===== src/rtl/ddr_arbiter.sv =====
// ---------------------------------------------------------------------------
// ddr_arbiter
//
// Two-port arbiter and single-transaction sequencer in front of the DDR
// controller. Port 0 (display fetch) has priority. Port 1 (cell update) is
// forced through after STARVE_LIMIT consecutive port-0 grants taken while it
// was waiting. One single-word command is in flight at a time. Read data or
// write completion is returned to the owning port as a one-cycle done pulse.
//
// Optional feature macro: ARB_TIMEOUT_EN
//   Adds the TIMEOUT parameter, a read-return/ack watchdog and the sticky
//   err output. Without it the arbiter waits indefinitely for the controller.
//
// Ports
//   clk, rst           system clock, synchronous active-high reset
//   p0_*/p1_*          requester ports: req (level, held until done), we,
//                      addr, wdata in; done (1-cycle pulse), rdata out
//   ddr_req/we/addr/wdata  command to controller, held until ddr_ack
//   ddr_ack            controller accepted the command
//   ddr_rvalid/rdata   controller read return
//   grant              owning port (0/1), meaningful while busy
//   busy               a transaction is in flight
//   err                (ARB_TIMEOUT_EN only) sticky watchdog expiry flag
// ---------------------------------------------------------------------------
module ddr_arbiter #(
    parameter int ADDR_W       = 24,
    parameter int DATA_W       = 16,
    parameter int STARVE_LIMIT = 8
`ifdef ARB_TIMEOUT_EN
    ,
    parameter int TIMEOUT      = 1023
`endif
) (
    input  logic              clk,
    input  logic              rst,
    input  logic              p0_req,
    input  logic              p0_we,
    input  logic [ADDR_W-1:0] p0_addr,
    input  logic [DATA_W-1:0] p0_wdata,
    output logic              p0_done,
    output logic [DATA_W-1:0] p0_rdata,
    input  logic              p1_req,
    input  logic              p1_we,
    input  logic [ADDR_W-1:0] p1_addr,
    input  logic [DATA_W-1:0] p1_wdata,
    output logic              p1_done,
    output logic [DATA_W-1:0] p1_rdata,
    output logic              ddr_req,
    output logic              ddr_we,
    output logic [ADDR_W-1:0] ddr_addr,
    output logic [DATA_W-1:0] ddr_wdata,
    input  logic              ddr_ack,
    input  logic              ddr_rvalid,
    input  logic [DATA_W-1:0] ddr_rdata,
    output logic              grant,
    output logic              busy
`ifdef ARB_TIMEOUT_EN
    ,
    output logic              err
`endif
);

    // state   | meaning
    // IDLE    | arbitrate sampled requests, latch winner's command
    // ISSUE   | ddr_req held until ddr_ack
    // WAIT_RD | read accepted, waiting for ddr_rvalid
    // DONE    | pulse owner's done, deliver read data, release
    typedef enum logic [1:0] {IDLE, ISSUE, WAIT_RD, DONE} state_t;

    localparam logic [7:0] STARVE_MAX = 8'(STARVE_LIMIT);

    state_t            state;
    logic [7:0]        starve_cnt;
    logic [DATA_W-1:0] rd_buf;
    logic              rd_load;   // rd_buf holds data for the owner's rdata
    logic              p1_wins;
    logic              wd_hit;

    assign p1_wins = p1_req && (!p0_req || (starve_cnt == STARVE_MAX));

`ifdef ARB_TIMEOUT_EN
    localparam logic [9:0] WD_LIMIT = 10'(TIMEOUT);

    logic [9:0] wd_cnt;

    assign wd_hit = ((state == ISSUE) || (state == WAIT_RD)) && (wd_cnt == WD_LIMIT);

    // Clearing in IDLE restarts the count on every grant.
    always_ff @(posedge clk) begin
        if (rst) begin
            wd_cnt <= '0;
            err    <= 1'b0;
        end else begin
            if (state == IDLE) begin
                wd_cnt <= '0;
            end else if ((state == ISSUE) || (state == WAIT_RD)) begin
                wd_cnt <= wd_cnt + 10'd1;
            end
            if (wd_hit) begin
                err <= 1'b1;
            end
        end
    end
`else
    assign wd_hit = 1'b0;
`endif

    always_ff @(posedge clk) begin
        if (rst) begin
            state      <= IDLE;
            starve_cnt <= '0;
            rd_buf     <= '0;
            rd_load    <= 1'b0;
            p0_done    <= 1'b0;
            p0_rdata   <= '0;
            p1_done    <= 1'b0;
            p1_rdata   <= '0;
            ddr_req    <= 1'b0;
            ddr_we     <= 1'b0;
            ddr_addr   <= '0;
            ddr_wdata  <= '0;
            grant      <= 1'b0;
            busy       <= 1'b0;
        end else begin
            p0_done <= 1'b0;
            p1_done <= 1'b0;
            unique case (state)
                IDLE: begin
                    if (!p1_req) begin
                        starve_cnt <= '0;
                    end
                    if (p0_req || p1_req) begin
                        ddr_req <= 1'b1;
                        busy    <= 1'b1;
                        rd_load <= 1'b0;
                        state   <= ISSUE;
                        if (p1_wins) begin
                            grant      <= 1'b1;
                            ddr_we     <= p1_we;
                            ddr_addr   <= p1_addr;
                            ddr_wdata  <= p1_wdata;
                            starve_cnt <= '0;
                        end else begin
                            grant     <= 1'b0;
                            ddr_we    <= p0_we;
                            ddr_addr  <= p0_addr;
                            ddr_wdata <= p0_wdata;
                            if (p1_req && (starve_cnt != STARVE_MAX)) begin
                                starve_cnt <= starve_cnt + 8'd1;
                            end
                        end
                    end
                end
                ISSUE: begin
                    if (wd_hit) begin
                        ddr_req <= 1'b0;
                        rd_buf  <= '1;
                        rd_load <= 1'b1;
                        state   <= DONE;
                    end else if (ddr_ack) begin
                        ddr_req <= 1'b0;
                        if (ddr_we) begin
                            state <= DONE;
                        end else if (ddr_rvalid) begin
                            // controller returned data together with the ack
                            rd_buf  <= ddr_rdata;
                            rd_load <= 1'b1;
                            state   <= DONE;
                        end else begin
                            state <= WAIT_RD;
                        end
                    end
                end
                WAIT_RD: begin
                    if (wd_hit) begin
                        rd_buf  <= '1;
                        rd_load <= 1'b1;
                        state   <= DONE;
                    end else if (ddr_rvalid) begin
                        rd_buf  <= ddr_rdata;
                        rd_load <= 1'b1;
                        state   <= DONE;
                    end
                end
                DONE: begin
                    busy  <= 1'b0;
                    state <= IDLE;
                    // rdata changes only together with the done pulse
                    if (grant) begin
                        p1_done <= 1'b1;
                        if (rd_load) begin
                            p1_rdata <= rd_buf;
                        end
                    end else begin
                        p0_done <= 1'b1;
                        if (rd_load) begin
                            p0_rdata <= rd_buf;
                        end
                    end
                end
                default: begin
                    state <= IDLE;
                end
            endcase
        end
    end

endmodule


===== config.mk =====
export PLATFORM = sky130hd
export DESIGN_NAME = ddr_arbiter
export DESIGN_NICKNAME = d
export VERILOG_FILES = /design/src/rtl/ddr_arbiter.sv
export SDC_FILE = /design/constraint.sdc
export NUM_CORES = 1
export LEC_CHECK = 0
export BUFFER_PORTS_ARGS = -buffer_cell sky130_fd_sc_hd__buf_2
export CELL_PAD_IN_SITES_DETAIL_PLACEMENT = 1
export CELL_PAD_IN_SITES_GLOBAL_PLACEMENT = 2
export CORE_MARGIN = 4
export CORE_UTILIZATION = 29
export DETAILED_ROUTE_END_ITERATION = 6
export GPL_TIMING_DRIVEN = 0
export PLACE_DENSITY_LB_ADDON = 0.1
export SYNTH_ARGS = -nofsm -noshare
export SYNTH_HDL_FRONTEND = slang
export SYNTH_SLANG_ARGS = --single-unit

===== constraint.sdc =====
create_clock -name clk -period 3.4 [get_ports clk]
set_input_delay 0.85 -clock clk [delete_from_list [all_inputs] [get_ports clk]]
set_output_delay 0.85 -clock clk [all_outputs]
set_load 0.005 [all_outputs]

## Word-level counts from Yosys, hierarchy flattened

Index checks and enable logic that the tools add are counted.

- Bits in registers: 105
- Input bits: 104
- Output and inout port bits: 78
- Logic and storage cells: 74

- Add/sub/neg operators: 1
- Equal/unequal tests: 9
- Muxes and demuxes: 29
- Bitwise logic cells: 2
- Reductions and logical operators: 19

Operators with widths:

| cell | count |
|---|---|
| 2-to-1 mux 16 bit | 4 |
| 2-to-1 mux 8 bit | 4 |
| case mux 16 bit (2 select lines) | 1 |
| 2-to-1 mux 24 bit | 1 |
| AND reduction 3 bit | 5 |
| 2-to-1 mux 1 bit | 12 |
| adder 8 x 1 -> 8 bit, second input constant | 1 |
| equality test 8 x 4 -> 1 bit, second input constant | 1 |
| inequality test 2 bit, second input constant | 4 |
| inequality test 8 x 4 -> 1 bit, second input constant | 1 |
| case mux 2 bit (4 select lines) | 1 |
| 2-to-1 mux 2 bit | 3 |
| nonzero test 2 bit | 3 |
| equality test 2 bit, second input constant | 2 |
| case mux 1 bit (2 select lines) | 2 |
| AND reduction 2 bit | 2 |
| AND reduction 4 bit | 1 |
| case mux 1 bit (3 select lines) | 1 |
| nonzero test 3 bit | 1 |
| equality test 2 x 1 -> 1 bit, second input constant | 1 |
| logical AND 1 bit | 2 |
| logical NOT 2 bit | 1 |
| logical OR 1 bit | 2 |
| NOT 1 bit | 2 |
| other kinds (2) | 2 |

## Longest topological paths before layout

Gate-level depths: netlist of the first run.

- Word-level depth: 5
- Depth in mapped cells: 8
- Gate-level depth less buffers: 6

## Worst setup path after synthesis of the first run

Ideal clock, no wire load.

- Path type: input to register
- Start: input port p1_req
- End: register ddr_addr[10]
- Library setup time: 0.081 ns
- Arrival time: 1.949 ns
- Required time: 3.319 ns
- Path slack: 1.370 ns
- Cell stages on the path: 6
- Path buffers: 2
- Cell sequence: buf_2 nor2b_1 a41oi_1 clkbuf_1 nand2_1 a211oi_2

- Word-level cells in the longest chain between the ends: 2
- Elaborated cells between the ends (all ways): 4
- Those cells by class: mux (1); reduce/logical (3)

Ends and longest elaborated chain:

| what | line | text |
|---|---|---|
| start, declared | 42 | `input logic p1_req,` |
| logical AND 1 bit / logical OR 1 bit (equally long branches) | 79, 132 |  |
| 2-to-1 mux 24 bit / AND reduction 2 bit (equally long branches) | - |  |
| end signal, assigned | 140 | `ddr_addr <= p1_addr;` |
| end signal, assigned | 146 | `ddr_addr <= p0_addr;` |
| end, declared | 50 | `output logic [ADDR_W-1:0] ddr_addr,` |

Several ways; a longest one is shown, not always the timed one.
A chain may end at the register's enable or synchronous reset.

## Worst setup path in the final report of the first run

- Start: register state[0]
- End: register rd_buf[11]

- Word-level cells in the longest chain between the ends: 3
- Elaborated cells between the ends (all ways): 7
- Those cells by class: eq/ne (4); mux (1); reduce/logical (2)

Ends and longest elaborated chain:

| what | line | text |
|---|---|---|
| start, declared | 72 | `state_t state;` |
| start signal, assigned | 110 | `state <= IDLE;` |
| start signal, assigned | 136 | `state <= ISSUE;` |
| start signal, assigned | 159 | `state <= DONE;` |
| equality test 2 x 1 -> 1 bit / equality test 2 bit (equally long branches) | 127 | `unique case (state)` |
| inequality test 2 bit (no line) / nonzero test 2 bit (equally long branches) | - |  |
| AND reduction 3 bit (no line) | - |  |
| end signal, assigned | 166 | `rd_buf <= ddr_rdata;` |
| end signal, assigned | 180 | `rd_buf <= ddr_rdata;` |
| end, declared | 74 | `logic [DATA_W-1:0] rd_buf;` |

Several ways; a longest one is shown, not always the timed one.

==> flow_metrics.py, run 1 <==
metrics = {
    "routing": {
        "routed_via_density": 4.65,
        "finalWirelength_um": 15100,
        "drt_pass1_iterations": 4,
        "vias": 4312,
        "wire_per_inst_um": 16.3,
        "drt-initial-drc-count": 143,
        "ant_nets": 0,
        "drc": 0,
    },
    "cells_and_area": {
        "areaGrowthSynthToFinish_pct": 31.8,
        "final_core_util_pct": 39.5,
        "drive_above_1_share_pct": 38.8,
        "diodes": 0,
        "final_nets": 822,
        "final_cells": 928,
    },
    "setup_path": {
        "ff2ff_path_depth": 7,
        "reg2reg_slack_ns": 1.24,
        "cp_cell_sequence": "inv_1 > ha_1 > nor2b_1 > o21ai_2 > buf_4 > mux2i_1 > nor2_1",
        "arrival_ns": 2.38,
        "slowest_delay_ns": 0.47,
        "cp-end-kind": "register",
        "crit_fanout": 10,
        "start_kind": "register",
        "r2r_start": "state[0]",
        "cp.required_ns": 3.62,
        "r2r-end": "rd_buf[11]",
        "critical_path_class": "register to register",
        "cp_slowest_cell": "o21ai_2",
    },
    "power_and_ir_drop": {
        "power.density_nw_per_um2": 705,
        "combPwrFrac_pct": 37.2,
        "p_sw_share_pct": 36.9,
        "switchingPower_uw": 1580,
        "power_frac_seq_pct": 37.4,
        "intPower_uw": 2700,
        "clkPwrFrac_pct": 25.5,
        "vdd_ir_drop_max_mv": 0.225,
        "p_leak_uw": 0.00271,
    },
    "floorplanning": {
        "pin_count": 182,
        "start_util_pct": 30.0,
        "die_x_um": 134,
        "dieArea_um2": 18000,
        "core_um2": 15400,
        "rows": 45,
        "die_h_um": 134,
    },
    "logic_synthesis": {
        "netlist_instances": 522,
        "syn_area_um2": 4600,
        "avgSynthCellArea_um2": 8.82,
        "synth_edf_count": 0,
        "ys_types": 39,
        "synth.yosys.seq_area_share_pct": 45.7,
        "syn-num-nets": 632,
        "ys_seq_elements": 105,
        "synth_async_sr_flop_share_pct": 0,
        "synth_ff_type": "dfxtp_1",
        "ys_warn_count": 0,
    },
    "clocking": {
        "path_clk_slew_ns": 0.08,
        "htreeDepth": 3,
        "clock_sinks": 105,
        "cts_hold_buf": 0,
        "insertion_delay_ns": 0.35,
        "cts_resized": 0,
        "cts_setup_buffers": 0,
        "cts_tree": "built",
        "ctsLongestPathBuffers": 2,
        "cts_inserted_buffers": 9,
        "root_buffer": "clkbuf_16",
    },
    "sta": {
        "tightest_slew_ns": 0.737,
        "slew_violations": 0,
        "hold_viol_final": 0,
        "tns_ns": 0,
        "relSlewSlack_pct": 50.9,
        "setup_viol": 0,
        "grt_setup_unrepaired": "false",
        "post-route-min-period_ns": 2.16,
        "skew_ns": 0.00900,
        "fin_crit_sh_pct": 63.5,
        "fmax_ghz": 0.463,
    },
    "global_route": {
        "grt_max_degree": 19,
        "grt_pass1_vias": 4618,
        "antenna_found_initial": 0,
        "track_usage_pct": 16.8,
        "grt_pass1_wl_um": 24200,
        "grt_overflow": 0,
    },
    "flow_run": {
        "cap_violations": 0,
    },
    "hold_path": {
        "min_path_cells": 2,
        "min_to": "p0_rdata[10]",
        "hold_class": "register to register",
        "hp-start": "p0_rdata[10]",
    },
    "outcome": {
        "outcome": "finished clean",
    },
    "place": {
        "gp_congestion": 0.757,
        "placed_cells_incl_taps": 912,
        "dpl.hpwl_um": 11600,
        "placement.io_buffers": 179,
    },
}
## worst max-delay path, delay by kind of cell, from the launching register on
family | cells | cell delay (ns)
buf+inv | 2 | 0.42
flops | 1 | 0.43
simple gates | 2 | 0.21
fa+ha+maj | 1 | 0.24
compound gates | 1 | 0.47
mux | 1 | 0.23
## power groups by stage
stage / clock, uW / combinational [uW] / sequential (uW)
6_report: 1090 / 1590 / 1600
5_1_grt: 1190 / 1780 / 1630
4_1_cts: 1120 / 1630 / 1600
3_5_place_dp: 0 / 1620 / 1630
3_3_place_gp: 0 / 1570 / 1620
2_1_floorplan: 0 / 1070 / 1620
## worst max path at each step
stage          cells after the start      from            to
6_report                           7  state[0]    rd_buf[11]
5_1_grt                            4       rst   p0_rdata[6]
4_1_cts                            4       rst   p0_rdata[6]
3_5_place_dp                       4       rst   p0_rdata[6]
3_3_place_gp                       4       rst   p0_rdata[1]
2_1_floorplan                      6    p1_req  ddr_addr[10]
## stage by stage
step | hold WS [ns] | power, uW | cell area [um2] | worst slack [ns]
after floorplan | 0.445 | 2700 | 4600 | 1.37
after global placement | 0.442 | 3190 | 5760 | 0.828
after detailed placement | 0.446 | 3250 | 5760 | 0.733
after CTS | 0.459 | 4360 | 6070 | 1.12
after global routing | 0.480 | 4610 | 6070 | 0.996
final | 0.456 | 4280 | 6070 | 1.24
## cells in the final DEF (no fill, tap or decap), types with 9 or more instances in the layout
cell,instances
buf_2,185
nand2_1,112
dfxtp_1,105
nor2_1,72
a21oi_1,48
a211oi_2,39
a21oi_2,30
clkbuf_1,27
mux2i_1,17
clkbuf_16,9
## sequential cells by signal, indices dropped and copies added, names as in the netlist
name,flops
p0_done,1
p1_rdata,16
ddr_wdata,16
ddr_we,1
ddr_req,1
grant,1
p1_done,1
starve_cnt,8
rd_buf,16
busy,1
ddr_addr,24
state,2
p0_rdata,16
rd_load,1
## cells by family (layout without fill, tap and decap cells)
logic type	Yosys count	after routing	share of synthesized area (%)
multiplexers	17	17	3.70
AO/OA/AOI/OAI	136	136	24.8
XOR/XNOR	7	7	1.33
buffers and inverters	47	242	4.73
AND/OR/NAND/NOR	204	204	18.2
flip-flops	105	105	45.7
adder cells (fa/ha/maj)	6	6	1.63
## routing by layer
metal,GRT usage (%),vias up,wire (um)
li1,-,2144,-
met1,21.6,2039,6900
met2,28.0,116,7110
met3,3.94,13,920
met4,5.31,0,203
met5,0,-,0
## final cells by class
type,instances,area [um2]
Fill cell,1900,9300
Multi-Input combinational cell,370,2280
Sequential cell,105,2100
Timing Repair Buffer,179,896
Tap cell,211,264
Clock buffer,9,225
Buffer,40,191
Clock inverter,7,78.8
Inverter,7,26.3
## synth_stat cells (all sizes together), types with 2 or more instances
cell type,number,area share (%)
ha,6,1.6
nand2,112,9.1
or2,2,0.27
inv,7,0.57
o21ai,4,0.52
clkbuf,27,2.2
a211oi,43,11
nand2b,3,0.41
and3,2,0.27
xor2,4,0.76
and3b,2,0.38
nor2b,4,0.54
dfxtp,105,46
nor2,72,5.9
nand4,4,0.54
mux2i,17,3.7
buf,13,2.0
a21oi,78,11
xnor2,3,0.57
a221oi,2,0.38
No activity file was read; power rests on OpenSTA's default activity.
==> inputs of run 2 (changes only) <==
--- a/config.mk
+++ b/config.mk
@@ -5,11 +5,12 @@
 export SDC_FILE = /design/constraint.sdc
 export NUM_CORES = 1
 export LEC_CHECK = 0
+export ABC_AREA = 1
 export BUFFER_PORTS_ARGS = -buffer_cell sky130_fd_sc_hd__buf_2
 export CELL_PAD_IN_SITES_DETAIL_PLACEMENT = 1
 export CELL_PAD_IN_SITES_GLOBAL_PLACEMENT = 2
 export CORE_MARGIN = 4
-export CORE_UTILIZATION = 29
+export CORE_UTILIZATION = 25
 export DETAILED_ROUTE_END_ITERATION = 6
 export GPL_TIMING_DRIVEN = 0
 export PLACE_DENSITY_LB_ADDON = 0.1
==> constraint.sdc (replaced) <==
create_clock -name clk -period 2.2 [get_ports clk]
set_input_delay 0.55 -clock clk [delete_from_list [all_inputs] [get_ports clk]]
set_output_delay 0.55 -clock clk [all_outputs]
set_load 0.005 [all_outputs]
==> run 2 against run 1 <==
  * Register-to-register slack worse by 0.95 ns
  * Core utilization down 5.4 points
  * Clock-buffer cell count unchanged
  * Area after synthesis up 2.5%
  * Highest routed layer is now met5
  * Clock skew up 0.0062 ns
  * Clock power up 55%
  * Flip-flop and latch count unchanged
  * Largest cell class is now registers
==> flow_metrics.py, run 2 <==
metrics = {
    "global_route": {
        "grt_pass1_wl_um": 26700,
        "antenna_found_initial": 1,
        "grt_pass1_vias": 5265,
        "grt_max_degree": 23,
        "grt_overflow": 0,
        "track_usage_pct": 15.3,
    },
    "logic_synthesis": {
        "ys_seq_elements": 105,
        "netlist_top_cells_area": "dfxtp_1 45%, nand3_1 9.3%, inv_1 9.2%",
        "synth_edf_count": 0,
        "synth_top_area_share_pct": 44.5,
        "synth_async_sr_flop_share_pct": 0,
        "synth_largest_area_cell": "dfxtp_1",
        "yosysMostFrequentCell": "inv_1",
        "syn_area_um2": 4720,
        "avgSynthCellArea_um2": 6.83,
        "ys_warn_count": 0,
        "ys_types": 26,
        "syn-num-nets": 801,
        "netlist_instances": 691,
        "synth_ff_type": "dfxtp_1",
        "synth.yosys.seq_area_share_pct": 44.5,
        "synth_common_cells": "116 x inv_1, 109 x nand2_1, 105 x dfxtp_1, 88 x nand3_1, 84 x nor2_1",
    },
    "sta": {
        "slew_violations": 0,
        "skew_ns": 0.0152,
        "tightest_slew_ns": 0.538,
        "setup_viol": 0,
        "hold_viol_final": 0,
        "setup_ws_ns": 0.294,
        "relSlewSlack_pct": 64.2,
        "fin_crit_sh_pct": 86.6,
        "post-route-min-period_ns": 1.91,
        "fmax_ghz": 0.525,
        "tns_ns": 0,
        "grt_setup_unrepaired": "false",
    },
    "power_and_ir_drop": {
        "finalPower_uw": 5980,
        "power.density_nw_per_um2": 959,
        "p_leak_uw": 0.00319,
        "vdd_ir_drop_max_mv": 0.393,
    },
    "cells_and_area": {
        "drive_above_1_share_pct": 24.1,
        "fillers": 2407,
        "final_common_cell": "buf_2",
        "regMostFlops": "ddr_addr",
        "final_nets": 992,
        "diodes": 0,
        "largest_reg_flops": 24,
        "layout_common_cells": "186 x buf_2, 115 x inv_1, 109 x nand2_1",
        "areaGrowthSynthToFinish_pct": 32.1,
    },
    "floorplanning": {
        "pin_count": 182,
        "die_h_um": 145,
        "dieArea_um2": 21100,
        "die_x_um": 145,
        "rows": 49,
        "start_util_pct": 25.8,
        "core_um2": 18300,
    },
    "routing": {
        "finalWirelength_um": 16400,
        "routed_via_density": 4.45,
        "drt_pass1_iterations": 4,
        "vias": 4971,
        "wire_per_inst_um": 14.7,
        "drc": 0,
        "ant_nets": 0,
        "drt-initial-drc-count": 113,
    },
    "outcome": {
        "outcome": "finished clean",
    },
    "setup_path": {
        "start_kind": "register",
        "slowest_delay_ns": 0.40,
        "critical_path_buf_inv_count": 2,
        "arrival_ns": 2.17,
        "critical_path_class": "register to register",
        "crit_family": "simple AND/OR/NAND/NOR gates",
        "crit_fanout": 10,
        "cp.required_ns": 2.46,
        "cp-end-kind": "register",
        "cp_slowest_cell": "dfxtp_1",
        "cp_common_cell": "nor2_1",
        "cp_cell_sequence": "ha_1 > nand2_1 > nor2_1 > inv_1 > clkbuf_1 > nor2_1 > nor2_1",
    },
    "clocking": {
        "cts_setup_buffers": 0,
        "root_buffer": "clkbuf_16",
        "htreeDepth": 3,
        "cts_inserted_buffers": 9,
        "clock_sinks": 105,
        "ctsLongestPathBuffers": 2,
        "insertion_delay_ns": 0.36,
        "cts_tree": "built",
        "path_clk_slew_ns": 0.09,
    },
    "place": {
        "gp_congestion": 0.813,
        "dpl.hpwl_um": 12800,
        "placement.io_buffers": 180,
        "dp_slack_ns": 0.155,
    },
    "hold_path": {
        "hold_class": "register to register",
    },
    "flow_run": {
        "cap_violations": 0,
    },
}
run 2: cell types whose count changed after synthesis, sizes merged, moves of 6 or more:
cell    change
nor3        +6
a21oi      -10
mux2i      -17
nand3      +88
o21ai      +55
inv       +110
nor2       +12
a211oi     -43
run 2: per-stage QoR:
stage               utilization [%]  cell area, um2  instances  hold slack [ns]
floorplan                         -            4720        691            0.434
global placement               32.3            5910       1100            0.432
detailed placement             32.3            5910       1100            0.438
CTS                            34.1            6230       1116            0.435
global route                   34.1            6230       1116            0.456
finish                         34.1            6230       1116            0.447
run 2: cell type report:
class | instances | area [um2] | share of cell area, %
clock inverter | 7 | 98.8 | 1.59
tap | 229 | 287 | 4.60
sequential | 105 | 2100 | 33.7
buffer | 40 | 193 | 3.09
clock buffer | 9 | 225 | 3.61
timing repair buffer | 180 | 901 | 14.5
multi-input combinational | 429 | 1990 | 31.9
inverter | 117 | 439 | 7.05
run 2: timing repair:
item                                    in CTS  in global routing
endpoints found under the hold margin        0                  0
gates resized for setup                      0                  3
endpoints found under the setup margin       0                  3
hold buffers                                 0                  0
run 2: path summary, 6_finish.rpt:
kind | to | slack (ns) | cells past startpoint | from
worst min-delay path | p1_rdata[5] | 0.45 | 2 | p1_rdata[5]
worst max-delay path | p0_rdata[5] | 0.29 | 7 | state[0]
worst max register to register | p0_rdata[5] | 0.29 | 7 | state[0]
worst min register to register | p1_rdata[5] | 0.45 | 2 | p1_rdata[5]
run 2: layer usage:
metal | global-route usage [%] | wire [um] | vias up
met4 | 4.04 | 136 | 2
li1 | - | - | 2556
met5 | 0 | 13 | -
met1 | 19.0 | 7380 | 2287
met3 | 4.05 | 887 | 11
met2 | 26.5 | 7960 | 115
run 2: cells by family (layout without fill, tap and decap cells):
group | Yosys count | in the layout | share of synthesized area [%]
adders and majority gates | 6 | 6 | 1.59
DFF | 105 | 105 | 44.5
AOI/OAI and AO/OA | 130 | 130 | 14.3
buffers and inverters | 157 | 353 | 13.4
xor gates and xnor gates | 1 | 1 | 0.186
and+or+nand+nor | 292 | 292 | 26.1
run 2: report_power, final:
| part | switching (uW) | total, uW | internal (uW) |
|---|---|---|---|
| logic | 1140 | 1810 | 668 |
| registers | 233 | 2480 | 2250 |
| clock network | 861 | 1690 | 827 |
| total | 2230 | 5980 | 3740 |
run 2: worst register-to-register path: stages (launching register included):
cell and delay (ns):
dfxtp_1 0.40, ha_1 0.25, nand2_1 0.08, nor2_1 0.35
inv_1 0.22, clkbuf_1 0.29, nor2_1 0.17, nor2_1 0.06
